--- src/rtl/port_arb.sv ---
`default_nettype none
// ============================================================================
// Module      : port_arb
// Description : Round-robin arbiter for one destination port. Grants the port
//               to one requester at a time, rejects every other outstanding
//               request and holds ownership until the owner releases.
// Revision    : 1.0 - initial release
// ============================================================================
module port_arb #(
    parameter int PORTNUM = 16
) (
    input  logic                       i_clk,
    input  logic                       i_rst_n,
    input  logic [PORTNUM-1:0]         i_req,
    input  logic                       i_release,
    output logic                       o_ready,
    output logic [PORTNUM-1:0]         o_resp,
    output logic [PORTNUM-1:0]         o_nresp,
    output logic [$clog2(PORTNUM)-1:0] o_owner,
    output logic                       o_owner_vld
);

    localparam int               PTR_W  = $clog2(PORTNUM);
    localparam logic [PTR_W-1:0] C_LAST = PTR_W'(PORTNUM - 1);

    typedef enum logic [0:0] {
        S_IDLE = 1'b0,
        S_BUSY = 1'b1
    } state_t;

    state_t             r_state;
    state_t             w_state_nxt;
    logic [PORTNUM-1:0] r_ans;
    logic [PORTNUM-1:0] w_ans_nxt;
    logic [PORTNUM-1:0] w_elig;
    logic [PORTNUM-1:0] w_win_oh;
    logic [PORTNUM-1:0] w_resp_nxt;
    logic [PORTNUM-1:0] w_nresp_nxt;
    logic [PTR_W-1:0]   r_ptr;
    logic [PTR_W-1:0]   w_ptr_nxt;
    logic [PTR_W-1:0]   w_win;
    logic [PTR_W-1:0]   w_owner_nxt;
    logic               w_ready_nxt;
    logic               w_vld_nxt;

    // First eligible requester at or above ptr, wrapping past the top index.
    function automatic logic [PTR_W-1:0] rr_pick(
        input logic [PORTNUM-1:0] elig,
        input logic [PTR_W-1:0]   ptr
    );
        logic [PTR_W-1:0] pick;
        logic [PTR_W-1:0] idx;
        logic             found;
        pick  = '0;
        found = 1'b0;
        for (int k = 0; k < PORTNUM; k++) begin
            idx = PTR_W'((int'(ptr) + k) % PORTNUM);
            if (!found && elig[idx]) begin
                pick  = idx;
                found = 1'b1;
            end
        end
        return pick;
    endfunction

    // A request is eligible only until it has been answered once.
    assign w_elig    = i_req & ~r_ans;
    assign w_win     = rr_pick(w_elig, r_ptr);
    assign w_win_oh  = {{(PORTNUM-1){1'b0}}, 1'b1} << w_win;
    // Answered bits stick while the request is held and clear once it drops.
    assign w_ans_nxt = (r_ans | w_resp_nxt | w_nresp_nxt) & i_req;

    // Next-state and next-output decode; pulses default to zero every cycle.
    always_comb begin
        w_state_nxt = r_state;
        w_resp_nxt  = '0;
        w_nresp_nxt = '0;
        w_ready_nxt = o_ready;
        w_vld_nxt   = o_owner_vld;
        w_owner_nxt = o_owner;
        w_ptr_nxt   = r_ptr;
        case (r_state)
            S_IDLE: begin
                if (w_elig != '0) begin
                    w_resp_nxt  = w_win_oh;
                    w_nresp_nxt = w_elig & ~w_win_oh;
                    w_owner_nxt = w_win;
                    w_vld_nxt   = 1'b1;
                    w_ready_nxt = 1'b0;
                    w_ptr_nxt   = (w_win == C_LAST) ? '0 : w_win + 1'b1;
                    w_state_nxt = S_BUSY;
                end
            end
            S_BUSY: begin
                // Requests seen during the release cycle wait for S_IDLE.
                if (i_release) begin
                    w_ready_nxt = 1'b1;
                    w_vld_nxt   = 1'b0;
                    w_owner_nxt = '0;
                    w_state_nxt = S_IDLE;
                end else begin
                    w_nresp_nxt = w_elig;
                end
            end
            default: begin
                w_state_nxt = S_IDLE;
            end
        endcase
    end

    // State, bookkeeping and registered outputs.
    always_ff @(posedge i_clk or negedge i_rst_n) begin
        if (!i_rst_n) begin
            r_state     <= S_IDLE;
            r_ans       <= '0;
            r_ptr       <= '0;
            o_ready     <= 1'b1;
            o_resp      <= '0;
            o_nresp     <= '0;
            o_owner     <= '0;
            o_owner_vld <= 1'b0;
        end else begin
            r_state     <= w_state_nxt;
            r_ans       <= w_ans_nxt;
            r_ptr       <= w_ptr_nxt;
            o_ready     <= w_ready_nxt;
            o_resp      <= w_resp_nxt;
            o_nresp     <= w_nresp_nxt;
            o_owner     <= w_owner_nxt;
            o_owner_vld <= w_vld_nxt;
        end
    end

endmodule
`default_nettype wire

--- config.mk ---
export PLATFORM = sky130hd
export DESIGN_NAME = port_arb
export DESIGN_NICKNAME = d
export VERILOG_FILES = /design/src/rtl/port_arb.sv
export SDC_FILE = /design/constraint.sdc
export NUM_CORES = 1
export LEC_CHECK = 0
export ABC_AREA = 1
export CORE_MARGIN = 10
export CORE_UTILIZATION = 55
export CTS_BUF_LIST = sky130_fd_sc_hd__clkbuf_2 sky130_fd_sc_hd__clkbuf_4 sky130_fd_sc_hd__clkbuf_8
export DETAILED_ROUTE_END_ITERATION = 12
export HOLD_SLACK_MARGIN = 0.06
export PLACE_DENSITY = 0.88
export SLEW_MARGIN = 25
export SYNTH_ARGS = -nofsm -noshare
export SYNTH_HDL_FRONTEND = slang
export SYNTH_SLANG_ARGS = --single-unit
--- constraint.sdc ---
create_clock -name i_clk -period 7.35 [get_ports i_clk]
set_input_delay 1.47 -clock i_clk [delete_from_list [all_inputs] [get_ports i_clk]]
set_output_delay 1.47 -clock i_clk [all_outputs]
set_load 0.01 [all_outputs]
[Yosys cells after proc, flatten, opt, wreduce, memory -nomap -nowiden]
Cells that the tools add are included.
Cells by class
  add/subtract/negate cells: 16
  $mul: 0
  div/mod/pow operators: 0
  order comparisons: 16
  equality and inequality tests: 3
  shifts and indexed selects: 1
  mux-type cells: 81
  bitwise logic cells: 8
  reductions and logical operators: 33
Operators by type and width (number)
  < comparator 4 x 5 -> 1 bit, second input constant: 16
  2-to-1 mux 4 bit: 19
  binary-select mux 1 bit (select 4 bit): 16
  2-to-1 mux 16 bit: 4
  AND 16 bit: 3
  2-to-1 mux 1 bit: 37
  adder 4 bit, second input constant: 8
  NOT 16 bit: 2
  bitwise OR 16 bit: 2
  one-hot mux 16 bit (2 select lines): 1
  adder 4 x 3 -> 4 bit, second input constant: 4
  nonzero test 16 bit: 1
  << shifter 1 x 4 -> 16 bit, first input constant: 1
  logical AND 1 bit: 15
  logical NOT 1 bit: 15
  adder 4 x 1 -> 4 bit, second input constant: 2
  adder 4 x 2 -> 4 bit, second input constant: 2
  one-hot mux 4 bit (2 select lines): 1
  one-hot mux 1 bit (2 select lines): 3
  equality test 4 bit, second input constant: 1
  != test 2 bit, second input constant: 2
  AND reduction 2 bit: 2
  NOT 1 bit: 1
Word-level totals
  register bits: 59
  latch bits: 0
  bits in writable memories: 0
  memory bits (read-only): 0
  bits of input ports: 19
  output and inout bits: 38
  word-level logic and storage cells: 166
  memories: 0

[Depth between registers and ports, before layout]
  word-level depth: 57
  gate-level depth with buffers: 32
  mapped depth without buffers: 30

[Least setup slack after synthesis]
OpenSTA, ideal clock, no wires.
  path kind: input -> register
  start: input i_req[0]
  end: register o_nresp[7]
  arrival: 4.031 ns
  data required time: 7.234 ns
  slack: 3.203 ns
  stages on the path: 26
  buffers on the path: 0
  path through: inv_1 nor2_1 nand2_1 nand3_1 nand3_1 nand3_1 nand2_2 nand3_4 nor2_8 nand4_4 nor2_4 nand3_1 nor2_1 nand2_1 nor2_2 nand3b_2 nand3_1 nand2_1 nand2_1 ha_1 ha_1 inv_1 nor2_1 nand2_1 nand3_1 inv_1
Between the ends
  word-level cells in the longest chain between the ends: 54
  elaborated cells between the ends (all ways): 100
  those cells by class: 1 x shift; 65 x mux; 3 x bitwise; 31 x reduce/logical
Ends and longest elaborated chain
  start, declared: line 14  | input logic [PORTNUM-1:0] i_req,
  AND 16 bit *: line 67  | assign w_elig = i_req & ~r_ans;
  binary-select mux 1 bit (select 4 bit): line 58  | if (!found && elig[idx]) begin
  2-to-1 mux 1 bit (not written as such): line 58
  2-to-1 mux 1 bit: line 58
  logical NOT 1 bit: line 58
  logical AND 1 bit: line 58
  2-to-1 mux 1 bit: line 58
  logical NOT 1 bit: line 58
  [39 not listed]
  logical AND 1 bit: line 58
  2-to-1 mux 4 bit: line 58
  << shifter 1 x 4 -> 16 bit: line 69  | assign w_win_oh = {{(PORTNUM-1){1'b0}}, 1'b1} << w_win;
  NOT 16 bit: line 86  | w_nresp_nxt = w_elig & ~w_win_oh;
  AND 16 bit: line 86
  2-to-1 mux 16 bit *: line 84  | if (w_elig != '0) begin
  one-hot mux 16 bit (2 select lines) *: line 82  | case (r_state)
  via w_nresp_nxt[7]: line 38  | logic [PORTNUM-1:0] w_nresp_nxt;
  end signal, assigned: line 128  | o_nresp <= w_nresp_nxt;
  end, declared: line 18  | output logic [PORTNUM-1:0] o_nresp,
The timed path passes the listed nets; every way through them passes the cells marked *. The select of a mux whose other input is x is not followed.
A chain may end at the register's enable or synchronous reset.

[Worst setup path after layout]
  start: register r_ptr[1]
  end: register o_nresp[7]
Between the ends
  word-level cells in the longest chain between the ends: 53
  elaborated cells between the ends (all ways): 113
  those cells by class: 15 x add/sub; 1 x shift; 65 x mux; 2 x bitwise; 30 x reduce/logical
Ends and longest elaborated chain
  start, declared: line 39  | logic [PTR_W-1:0] r_ptr;
  start signal, assigned: line 125  | r_ptr <= w_ptr_nxt;
  branches (longest 47 deep; another with adder 4 x 1 -> 4 bit)
  2-to-1 mux 4 bit *: line 58
  << shifter 1 x 4 -> 16 bit *: line 69
  NOT 16 bit *: line 86
  AND 16 bit *: line 86
  2-to-1 mux 16 bit *: line 84
  one-hot mux 16 bit (2 select lines) *: line 82
  via w_nresp_nxt[7]: line 38
Mark *: on every way through the listed nets, which the timed path passes. The select of a mux whose other input is x is not followed.

==> metrics <==
outcome finished clean; Worst Hold Depth 2; IO Count 57; Layout area overhead 17.8%; clock period minus worst slack roughly 5.4 ns; Die Area 11,800 sq um; Inserted Diodes 0; gpl congestion 1.02; layout cells sized above 1 between 8 and 9%; Worst Path Max Fanout 18; fin crit share about 73%; Synth Area per Inst 6.98 sq um; Antenna Nets Post-Route 0; # fillers 661; H-tree Lvls 3; core area ~7700 sq um; most common cell after layout, fill and taps aside nand3_1; first drt pass iteration count 7; FF+latch count, synth approximately 60; Hold WC Path Type reg2reg; clock buffer depth 2; Post-synth ARST share 100%; global route overflow 0; Nets 704; global-route wire length before repair between 20,000 and 25,000 um; multi-input logic area around 2400 sq um; Sequential cell area roughly 1500 sq um; CTS tree built; chip height around 110 um; Max Slew Vio Count 0; CTS Root Cell clkbuf_8; total CTS buffers 9; Netlist cell types 47; die width 109 um; Total Neg Setup Slack 0 ns; max frequency approximately 0.19 GHz; syn_nets approximately 650; vias per cell roughly 6; final core occ about two thirds; slew margin rel. 48.3%; Post-Synthesis Cell Area ~4300 sq um; largest net degree at the start of global routing 60; startpoint types flop; EDFF count, synth 0; Initial DRC Count 595; Worst-Margin Slew ~0.78 ns; row count 32; register area share after synthesis between 30% and 40%; I/O Buffers 56; vias between 4,000 and 5,000; most frequent cells in the layout 144 x nand3_1, 129 x nand2_1, 78 x inv_1; CP arrival around 5.6 ns; Wirelength per Cell 18.0 um; Clk Latency, worst-skew pair around 0.36 ns; dpl hpwl about 11,000 um; worst setup path class reg2reg; final WL 14,000 um; CTS resizes 0; Worst setup EP type flop; DRC violations left 0; data required time of the critical path approximately 7.6 ns; postcts setup bufs 0; Clock Pin Slew Worst Setup and Hold Paths about 0.07 ns; Max-cap violations 0; yosys synthesis warning count 0; Synth Instances just over 600; Sinks on Clock Net 59; R2R depth 26; initial antenna violation count 0; RSZ-0062 raised after global routing false; CTS Hold Bufs 0; endpoints failing setup 0; final hold violations 0; starting density of the core approximately 56%; vias in the first global route between 4,000 and 5,000; Tot GR Track Use roughly 24%; clock skew between 0.007 and 0.008 ns; ys flop type dfrtp_1
==> path summary, 6_finish.rpt <==
check | slack, ns | startpoint | endpoint
setup reg to reg | 1.96 | r_ptr[1]$_DFFE_PN0P_ | o_nresp[7]$_DFF_PN0_
setup / recovery | 1.96 | r_ptr[1]$_DFFE_PN0P_ | o_nresp[7]$_DFF_PN0_
hold / removal | 0.49 | o_owner_vld$_DFFE_PN0P_ | o_owner_vld$_DFFE_PN0P_
hold reg to reg | 0.49 | o_owner_vld$_DFFE_PN0P_ | o_owner_vld$_DFFE_PN0P_
max in group asynchronous | 5.62 | i_rst_n | r_ans[6]$_DFF_PN0_
min in group asynchronous | 1.25 | i_rst_n | o_resp[15]$_DFF_PN0_
==> synth_stat cells (2+ instances only) <==
cell type | number | area (sq um)
xor2_1 | 2 | 17.5
dfrtp_1 | 58 | 1450
nand2_1 | 129 | 484
buf_2 | 5 | 25.0
a21oi_1 | 13 | 65.1
buf_6 | 2 | 22.5
nor2_4 | 4 | 45.0
xor2_2 | 4 | 65.1
inv_2 | 6 | 22.5
a31oi_1 | 18 | 113
buf_4 | 4 | 30.0
nor2_2 | 4 | 25.0
ha_1 | 12 | 150
clkinv_1 | 5 | 18.8
nand3_1 | 144 | 721
nor2_1 | 50 | 188
o21ai_1 | 10 | 50.1
nor3_1 | 11 | 55.1
inv_1 | 78 | 293
nand4_1 | 12 | 75.1
o21a_1 | 2 | 15.0
nand4_2 | 2 | 25.0
nand2_2 | 8 | 50.1
o21ai_0 | 9 | 45.0
or2_2 | 2 | 12.5
clkbuf_1 | 7 | 26.3
==> per-stage QoR <==
step           cells  hold slack [ns]  instance area, sq um  worst slack [ns]
2_1_floorplan    622            0.496                  4340              3.20
3_3_place_gp     764            0.465                  4940              2.28
3_5_place_dp     764            0.477                  4940              2.10
4_1_cts          780            0.496                  5110              2.11
5_1_grt          780            0.530                  5110              1.54
6_report         780            0.488                  5110              1.96
==> routing by layer <==
| metal | routed length [um] | vias to the layer above | GRT usage, % |
|---|---|---|---|
| met5 | 0 | - | 0 |
| met4 | 311 | 0 | 7.06 |
| met3 | 1610 | 39 | 5.07 |
| met2 | 6640 | 325 | 39.2 |
| met1 | 5470 | 2163 | 31.6 |
| li1 | - | 2157 | - |
==> registers in the layout (all words and copies together) (netlist names) <==
signal       cells
o_resp          16
r_ptr            4
o_ready          1
o_owner_vld      1
r_state          1
o_owner          4
r_ans           16
o_nresp         16
==> logic make-up (layout without fill, tap and decap cells) <==
group | after synthesis | in the layout | share of synthesized area, %
buf+inv | 108 | 164 | 10.2
xor+xnor | 8 | 8 | 2.74
fa+ha+maj | 12 | 12 | 3.46
compound gates | 60 | 60 | 8.30
simple gates | 375 | 375 | 41.3
flops | 59 | 59 | 34.0
==> area by class of cell <==
class	count	area share, %
multi-input cells	455	47.3
flip-flops and latches	59	28.9
clock buffers	9	2.42
repair buffers	59	11.3
clock inverters	7	1.03
inverters	89	6.53
well taps	102	2.50
==> worst max-delay path: stages (launching register included) <==
cell      delay, ns
dfrtp_1        0.80
inv_1          0.46
ha_1           0.60
inv_1          0.45
nand3_1        0.17
nand3_1        0.17
nand3_1        0.11
nand2_2        0.13
nand3_4        0.12
nor2_8         0.15
nand4_4        0.10
nor2_4         0.20
nand3_1        0.11
nor2_1         0.14
nand2_1        0.09
nor2_2         0.15
nand3b_2       0.14
nand3_1        0.10
nand2_1        0.05
nand2_1        0.20
ha_1           0.24
ha_1           0.19
inv_1          0.08
nor2_1         0.10
nand2_1        0.06
nand3_1        0.08
inv_1          0.05
Power is left out: the tool's default activity adds up to more than one toggle a clock period on the data nets, which glitch-free logic cannot reach.
==> variant, RTL diff (config.mk and constraints unchanged) <==
Make the reset (`i_rst_n`) synchronous in one clocked block.
--- a/src/rtl/port_arb.sv
+++ b/src/rtl/port_arb.sv
@@ -109,7 +109,7 @@
     end
 
     // State, bookkeeping and registered outputs.
-    always_ff @(posedge i_clk or negedge i_rst_n) begin
+    always_ff @(posedge i_clk) begin
         if (!i_rst_n) begin
             r_state     <= S_IDLE;
             r_ans       <= '0;
Check against the original RTL: not settled (the Yosys comparison gave no result); the edit may change what the design does.
==> variant against the original RTL <==
  * Global-route usage decreased by 0.15 points
  * First-iteration DRC count increased by 0.67%
  * Critical path depth down 6
  * Setup slack improved by 52 ps
  * Synthesized cell count grew 11%
  * Via count up 5.8%
  * Area after synthesis is 0.52% higher
  * Fmax up 0.97%
  * Design area increased by 2.2%
  * Sequential cell count unchanged
  * Wire length up 1.3%
==> variant: results (changes against the original RTL) <==
R2R Setup Slk 2020 ps (was 1960 ps); routed length per instance 16.85 µm (was 17.99 µm); largest cells by area after synthesis dfxtp_1 27%, nand3_1 15%, nand2_1 14% (was dfrtp_1 33%, nand3_1 17%, nand2_1 11%); FF-to-FF End o_nresp[7]$_SDFF_PN0_ (was o_nresp[7]$_DFF_PN0_); Tightest Pin Transition 949.6 ps (was 775.8 ps); syn_area_per_cell 6.323 µm² (was 6.978 µm²); Post-synth top cells 163 x nand2_1, 133 x nand3_1, 97 x inv_1, 63 x nor2_1, 59 x dfxtp_1 (was 144 x nand3_1, 129 x nand2_1, 78 x inv_1, 58 x dfrtp_1, 50 x nor2_1); metal3 WL 1580 µm (was 1606 µm); ys flop type dfxtp_1 (was dfrtp_1); Largest stage delay, worst path 850 ps (was 800 ps); vias in the first global route 4584 (was 4374); placed cell count 827 (was 764); crit path DAT 5590 ps (was 5630 ps); largest net degree at the start of global routing 41 (was 60); asr flop ratio synth 0% (was 100.0%); ratio of cells with drive above 1 in the final layout 9.447% (was 8.850%); first-pass GRT wire length 22630 µm (was 22560 µm); Syn Nets 721 (was 653); RR Startpoint r_ptr[1]$_SDFFE_PN0P_ (was r_ptr[1]$_DFFE_PN0P_); origin of the worst min-delay path o_ready$_SDFFE_PN1P_ (was o_owner_vld$_DFFE_PN0P_); DP HPWL 10750 µm (was 10530 µm); worst reg-to-reg path cell count 20 (was 26); number of vias per cell 5.880 (was 6.005); Post-Layout Cell Count 843 (was 780); Seq/Total Area, Yosys 27.07% (was 34.04%); CTS Root Buffer Type clkbuf_8 (unchanged); Worst Path Max Fanout 19 (was 18); GPL Wtd Cong 1.034 (was 1.019); status finished clean (unchanged); GRT Total Usage 23.94% (was 24.09%); slowest stage cell, crit path dfxtp_1 (was dfrtp_1); met2 wire len 6517 µm (was 6639 µm); hold endpoint o_ready$_SDFFE_PN1P_ (was o_owner_vld$_DFFE_PN0P_); initial DRC count 599 (was 595); Total Nets Final 767 (was 704)
variant: kinds of logic (layout without fill, tap and decap cells):
family,count (synthesis),in the layout,synth area share (%)
xor+xnor,4,4,1.147
fa+ha+maj,12,12,3.441
simple gates,425,425,48.24
compound gates,58,58,8.145
flops,59,59,27.07
buf+inv,132,183,11.96
variant: layer usage:
layer  global-route usage [%]  vias to the layer above
li1                         -                     2344
met4                    9.605                        0
met5                        0                        -
met3                    7.788                       44
met2                    38.86                      280
met1                    28.62                     2289
variant: metrics by stage:
| stage | total power, mW | utilization (%) | setup slack, ps | cell area (µm²) | hold WS (ps) |
|---|---|---|---|---|---|
| global route | 2.978 | 67.67 | 1654 | 5229 | 487.5 |
| detailed placement | 2.316 | 64.14 | 2126 | 4956 | 452.9 |
| floorplan | 1.852 | - | 3197 | 4363 | 472.2 |
| global placement | 2.280 | 64.14 | 2119 | 4956 | 430.6 |
| finish | 2.796 | 67.67 | 2017 | 5229 | 457.4 |
| CTS | 2.731 | 67.67 | 2176 | 5229 | 465.0 |
variant: worst max-delay path by stage:
stage / to / slack [ps] / cells after the start
6_report: o_nresp[7]$_SDFF_PN0_ / 2020 / 20
5_1_grt: o_nresp[7]$_SDFF_PN0_ / 1650 / 20
4_1_cts: o_nresp[7]$_SDFF_PN0_ / 2180 / 20
3_5_place_dp: o_nresp[7]$_SDFF_PN0_ / 2130 / 25
3_3_place_gp: o_nresp[7]$_SDFF_PN0_ / 2120 / 25
2_1_floorplan: o_nresp[7]$_SDFF_PN0_ / 3200 / 24
variant: power by group:
group / switching (mW) / internal, mW
registers: 0.0515 / 0.372
clock network: 0.145 / 0.263
logic: 1.40 / 0.568
variant: area by class of cell:
class,instances,area [µm²]
sequential,59,1181
inverter,109,411.6
tap,102,127.6
clock buffer,9,123.9
clock inverter,7,148.9
fill,635,2499
multi-input combinational,499,2660
timing repair buffer,58,575.6
variant: tightest hold or removal path: stages (launching register included):
cell     delay (ps)
dfxtp_1         320
nand2_1          60
nand2_1          40
